**src/rtl/cs_response_packer.sv**
```systemverilog
// cs_response_packer
// Collects register-readback / RSSI response records in the clk64 domain and
// packs them into one 128-word in-band packet on control channel 0x1F. The
// packet is streamed word-by-word onto the rx_WR write bus.
//
// Ports:
//   clk64          clk64 domain clock
//   reset          synchronous, active-high reset
//   resp_valid     response record offered
//   resp_ready     record taken on a cycle with resp_valid & resp_ready
//   resp_opcode    subpacket opcode (8 bits)
//   resp_rid       request id echoed to the host (6 bits)
//   resp_data      response value (32 bits)
//   rx_WR_enabled  consumer has room for one full packet
//   rx_WR          rx_databus holds a valid packet word
//   rx_databus     packet word (16 bits)
//   rx_WR_done     one-cycle pulse after the last word of a packet
//   pkts_sent      count of completed packets, wraps
module cs_response_packer #(
    parameter int PKT_WORDS     = 128,
    parameter int MAX_SUB       = 31,
    parameter int FLUSH_TIMEOUT = 1024
) (
    input  logic        clk64,
    input  logic        reset,
    input  logic        resp_valid,
    output logic        resp_ready,
    input  logic [7:0]  resp_opcode,
    input  logic [5:0]  resp_rid,
    input  logic [31:0] resp_data,
    input  logic        rx_WR_enabled,
    output logic        rx_WR,
    output logic [15:0] rx_databus,
    output logic        rx_WR_done,
    output logic [15:0] pkts_sent
);

    localparam int                 TIMER_W    = $clog2(FLUSH_TIMEOUT + 1);
    localparam logic [TIMER_W-1:0] TIMEOUT    = TIMER_W'(FLUSH_TIMEOUT);
    localparam logic [6:0]         LAST_IDX   = 7'(PKT_WORDS - 1);
    localparam logic [5:0]         FULL_COUNT = 6'(MAX_SUB);
    localparam logic [4:0]         LAST_SLOT  = 5'(MAX_SUB - 1);

    typedef enum logic [1:0] {
        COLLECT = 2'd0,
        EMIT    = 2'd1,
        DONE    = 2'd2
    } state_t;

    state_t             state;
    state_t             state_next;
    logic [6:0]         widx;
    logic [6:0]         widx_next;
    logic [6:0]         next_idx;
    logic [4:0]         sub_idx;
    logic [5:0]         count;
    logic [5:0]         sub_count;
    logic [4:0]         wr_ptr;
    logic [4:0]         rd_ptr;
    logic [TIMER_W-1:0] timer;
    logic [45:0]        fifo_mem [MAX_SUB];
    logic [45:0]        head;
    logic [7:0]         head_opcode;
    logic [5:0]         head_rid;
    logic [31:0]        head_data;
    logic               push;
    logic               pop;
    logic               start_flush;
    logic               latch_len;
    logic               wr_next;
    logic               done_next;
    logic [15:0]        word_next;
    logic [15:0]        pkts_sent_next;

    // Flush when the FIFO is full or the oldest record has aged out, but only
    // while the consumer reports room for a whole packet.
    assign start_flush = (state == COLLECT) && rx_WR_enabled &&
                         ((count == FULL_COUNT) || ((count != 6'd0) && (timer >= TIMEOUT)));

    // A record is never taken on the flush cycle, so the latched length always
    // matches what gets popped during EMIT.
    assign resp_ready = !reset && (state == COLLECT) && (count < FULL_COUNT) && !start_flush;
    assign push       = resp_valid && resp_ready;

    assign head        = fifo_mem[rd_ptr];
    assign head_opcode = head[45:38];
    assign head_rid    = head[37:32];
    assign head_data   = head[31:0];

    // Word widx is on the bus; the word being prepared is widx+1. Subpacket k
    // occupies words 4+4k..7+4k, hence the slot is next_idx/4 - 1.
    assign next_idx = widx + 7'd1;
    assign sub_idx  = next_idx[6:2] - 5'd1;

    assign pkts_sent_next = pkts_sent + {15'd0, (state == DONE)};

    // Next-state and next-output logic; outputs are registered below.
    always_comb begin
        state_next = state;
        widx_next  = widx;
        wr_next    = 1'b0;
        word_next  = 16'h0000;
        done_next  = 1'b0;
        pop        = 1'b0;
        latch_len  = 1'b0;
        unique case (state)
            COLLECT: begin
                if (start_flush) begin
                    state_next = EMIT;
                    widx_next  = 7'd0;
                    wr_next    = 1'b1;
                    word_next  = {3'b000, 4'h0, count, 3'b000};
                    latch_len  = 1'b1;
                end
            end
            EMIT: begin
                if (widx == LAST_IDX) begin
                    state_next = DONE;
                    done_next  = 1'b1;
                end else begin
                    widx_next = next_idx;
                    wr_next   = 1'b1;
                    if (next_idx == 7'd1) begin
                        word_next = 16'h001F;
                    end else if (next_idx < 7'd4) begin
                        word_next = 16'hFFFF;
                    end else if ({1'b0, sub_idx} < sub_count) begin
                        unique case (next_idx[1:0])
                            2'd0: word_next = {head_opcode, 8'd6};
                            2'd1: word_next = {10'b0, head_rid};
                            2'd2: word_next = head_data[31:16];
                            default: begin
                                word_next = head_data[15:0];
                                pop       = 1'b1;
                            end
                        endcase
                    end
                end
            end
            DONE: begin
                state_next = COLLECT;
            end
            default: begin
                state_next = COLLECT;
            end
        endcase
    end

    // State register, FIFO bookkeeping, flush timer and registered bus outputs.
    always_ff @(posedge clk64) begin
        if (reset) begin
            state      <= COLLECT;
            widx       <= 7'd0;
            sub_count  <= 6'd0;
            count      <= 6'd0;
            wr_ptr     <= 5'd0;
            rd_ptr     <= 5'd0;
            timer      <= '0;
            rx_WR      <= 1'b0;
            rx_databus <= 16'h0000;
            rx_WR_done <= 1'b0;
            pkts_sent  <= 16'h0000;
        end else begin
            state      <= state_next;
            widx       <= widx_next;
            rx_WR      <= wr_next;
            rx_databus <= word_next;
            rx_WR_done <= done_next;
            pkts_sent  <= pkts_sent_next;
            if (latch_len) begin
                sub_count <= count;
            end
            if (push) begin
                wr_ptr <= (wr_ptr == LAST_SLOT) ? 5'd0 : wr_ptr + 5'd1;
                count  <= count + 6'd1;
            end else if (pop) begin
                rd_ptr <= (rd_ptr == LAST_SLOT) ? 5'd0 : rd_ptr + 5'd1;
                count  <= count - 6'd1;
            end
            // The timer stays at zero until the first record is in the FIFO,
            // then ages that record; it holds during EMIT and clears in DONE.
            if ((count == 6'd0) || (state == DONE)) begin
                timer <= '0;
            end else if ((state == COLLECT) && (timer != TIMEOUT)) begin
                timer <= timer + 1'b1;
            end
        end
    end

    // Record storage carries no reset; occupancy is tracked by the pointers.
    always_ff @(posedge clk64) begin
        if (push) begin
            fifo_mem[wr_ptr] <= {resp_opcode, resp_rid, resp_data};
        end
    end

endmodule

```
**config.mk**
```make
export PLATFORM = sky130hd
export DESIGN_NAME = cs_response_packer
export DESIGN_NICKNAME = d
export VERILOG_FILES = /design/src/rtl/cs_response_packer.sv
export SDC_FILE = /design/constraint.sdc
export NUM_CORES = 1
export LEC_CHECK = 0
export CELL_PAD_IN_SITES_DETAIL_PLACEMENT = 1
export CELL_PAD_IN_SITES_GLOBAL_PLACEMENT = 1
export CORE_MARGIN = 10
export CORE_UTILIZATION = 50
export DETAILED_ROUTE_END_ITERATION = 10
export DONT_BUFFER_PORTS = 1
export GPL_ROUTABILITY_DRIVEN = 0
export MAX_ROUTING_LAYER = met4
export PLACE_DENSITY = 0.79
export SYNTH_ARGS = -nofsm -noshare
export SYNTH_HDL_FRONTEND = slang
export SYNTH_SLANG_ARGS = --single-unit
export TNS_END_PERCENT = 20
```
**constraint.sdc**
```tcl
create_clock -name clk64 -period 5.1 [get_ports clk64]
set_input_delay 1.53 -clock clk64 [delete_from_list [all_inputs] [get_ports clk64]]
set_output_delay 1.53 -clock clk64 [all_outputs]
set_load 0.005 [all_outputs]
```
==> summary.md <==
| Metric | Value |
|---|---|
| VDD IR max | `0.0002843 V` |
| GRT Overall Usage | `26.43%` |
| Largest net degree at the start of global routing | `84` |
| Syn_nets | `3,006` |
| Vias | `31,210` |
| H-tree Lvls | `4` |
| First-pass GRT wire length | `243,900 µm` |
| Share of layout cells above drive strength 1 | `22.40%` |
| Post-CTS setup buffer count | `0` |
| Crit path DAT | `4.99 ns` |
| Pwr/cell area | `378.0 mW/mm²` |
| Die Wd | `362.4 µm` |
| Worst-Skew Late Latency | `0.77 ns` |
| Row count | `125` |
| Period utilisation layout | `84.78%` |
| CTS Buf Count | `151` |
| DRC | `0` |
| Worst Hold Path EP | `sub_count[3]` |
| Worst setup SP type | `flip-flop` |
| Status | `finished, final reports clean` |
| Die Y | `362.4 µm` |
| Clk_skew | `0.03862 ns` |
| Synth top area share | `73.06%` |
| Initial DRC Count | `4,299` |
| Maxcap violations | `0` |
| Post-Syn Area | `0.05861 mm²` |
| Fill count | `10,032` |
| Count leader, synth | `edfxtp_1` |
| Final number of setup-violating endpoints | `0` |
| Detailed Place HPWL | `99,590 µm` |
| Overflow after GRT | `0` |
| HP Class | `flip-flop to flip-flop` |
| Vias/cell | `6.669` |
| Slew @ Worst Pin | `1.196 ns` |
| Routed Antenna Nets | `0` |
| Syn Area/Cell | `20.00 µm²` |
| EDFF count, synth | `1,426` |
| Area grow syn2layout | `12.35%` |
| Area leader, netlist | `edfxtp_1` |
| Hold Path Depth | `2` |
| Post-synth top cells | `1,426 x edfxtp_1, 304 x mux4_2, 125 x mux2i_1, 102 x nand2_1, 93 x nor2_1` |
| Reg clk slew, reported paths | `0.06 ns` |
| Drt pass-1 iters | `5` |
| Root Buffer | `clkbuf_16` |
| Ys flop type | `edfxtp_1` |
| Reg-to-Reg Start | `widx[0]` |
| Post-synthesis sequential area ratio | `75.83%` |
| Critical path type | `flip-flop to flip-flop` |
| Number of global-route vias before repair | `32,899` |
| TritonCTS clock tree | `yes` |
| Fmax | `231.3 MHz` |
| Crit Path Max Fanout | `15` |
| Nets | `3,103` |
| Initial Util | `50.37%` |
| # port buffers | `0` |
| Placeable Area | `0.1164 mm²` |
| Required @ worst endpoint | `5.76 ns` |
| Distinct cells, synth | `75` |
| Tmin final | `4.324 ns` |
| Dominant cells by area after synthesis | `edfxtp_1 73%, mux4_2 12%, dfxtp_1 2.8%, mux2i_1 2.1%, a21oi_1 0.67%` |
| LEAKAGE | `19.76 nW` |
| Hold path start | `sub_count[3]` |
| Total power | `0.02489 W` |
| R2R Path End | `rd_ptr[2]` |
| Clock Path Buffers | `3` |
| Die area | `0.1313 mm²` |
| YS warnings | `0` |
| Ys async rst share | `0%` |
| Slew Limit Fails | `0` |
| Core Util, Final | `56.59%` |
| Syn Inst Count | `2,931` |
| Crit. End Element | `flip-flop` |
| Total wire length | `169,000 µm` |
| Clk sinks | `1,507` |
| #FFs+latches synth | `1,507` |
| Initial antenna violation count | `3` |
| Hold Vio Cnt, Final | `0` |
| Hold buffers post-CTS | `0` |
| DR WL/cell | `36.11 µm` |
| Ports | `85` |
| CTS-repair resized insts | `0` |
| Worst r2r path cells | `13` |
| RSZ-0062 raised after global routing | `no` |
| Reg2Reg Setup Slack | `0.78 ns` |
| Slew margin rel. | `20.26%` |
[layout by cell type, fill, tap and decap left out, types with 36 or more instances in the layout]
cell type  count
a211oi_1      39
a21oi_1       78
a22oi_1       50
buf_4         90
clkbuf_1      43
clkbuf_16    158
dfxtp_1       76
edfxtp_1    1426
mux2i_1      125
mux4_2       304
nand2_1      102
nand3_1       36
nor2_1        61
o21ai_0       63
[metrics by stage]
step                      cell area [µm²]  hold slack [ns]  cells  TNS, ns  setup slack [ns]
after floorplan                     58610           0.4355   2931   -54.66          -0.07620
after global placement              60990           0.4413   4399        0             1.006
after detailed placement            60990           0.4498   4399        0            0.9102
after CTS                           65840           0.4584   4676        0            0.7516
after global routing                65840           0.4860   4678        0            0.4496
final                               65850           0.4610   4680        0            0.7764
[power breakdown]
group | internal, W | switching, W
clock | 0.00629 | 0.00468
sequential | 0.0136 | 0.0000401
combinational | 0.000105 | 0.000178
[metal layers]
layer / track usage, % / part of all wire [%]
met2: 41.96 / 49
met5: - / 0
met3: 5.544 / 10
met4: 11.67 / 4.8
met1: 32.90 / 36
[sequential cells by signal, summed over array words and instances, names as in the netlist, named ones only]
name and flops:
pkts_sent 16, sub_count 6, rd_ptr 5, widx 7, rx_databus 16, rx_WR_done 1, count 6, wr_ptr 5
state 2, fifo_mem 1426, rx_WR 1, timer 11
[worst max path at each step]
| stage | start | endpoint | slack [ns] |
|---|---|---|---|
| finish | widx[0] | rd_ptr[2] | 0.78 |
| floorplan | reset | fifo_mem[28][0] | -0.08 |
| CTS | count[0] | resp_ready | 0.75 |
| global placement | reset | count[5] | 1.01 |
| global route | widx[0] | flip-flop | 0.45 |
| detailed placement | widx[0] | rd_ptr[2] | 0.91 |
[cell families after synthesis]
group / after synthesis / synth area share (%)
and+or+nand+nor: 359 / 3.006
buffers and inverters: 184 / 1.552
muxes: 454 / 14.30
adders and majority gates: 25 / 0.5465
AOI/OAI and AO/OA: 370 / 4.291
xor gates and xnor gates: 32 / 0.4782
DFF: 1507 / 75.83
[cell type report]
| cell class | instances | area [µm²] | share of cell area (%) |
|---|---|---|---|
| antenna | 4 | 10.01 | 0.01520 |
| clock buffer | 204 | 4156 | 6.312 |
| clock inverter | 73 | 689.4 | 1.047 |
| inverter | 20 | 75.07 | 0.1140 |
| multi-input combinational | 1240 | 13510 | 20.52 |
| sequential | 1507 | 44460 | 67.52 |
| tap | 1524 | 1907 | 2.896 |
| timing repair buffer | 108 | 1036 | 1.573 |
[critical path, stage by stage, from the launching register on]
cell      delay [ns]
dfxtp_1         0.51
ha_1            0.39
nor3_1          0.09
a41o_1          0.31
nand2_1         0.12
mux2i_1         0.21
xor2_1          0.20
ha_1            0.27
a21oi_1         0.19
nor2b_1         0.16
a221oi_1        0.19
a311oi_2        1.00
a21oi_1         0.26
a311oi_1        0.32
(Power assumes the default switching activity.)
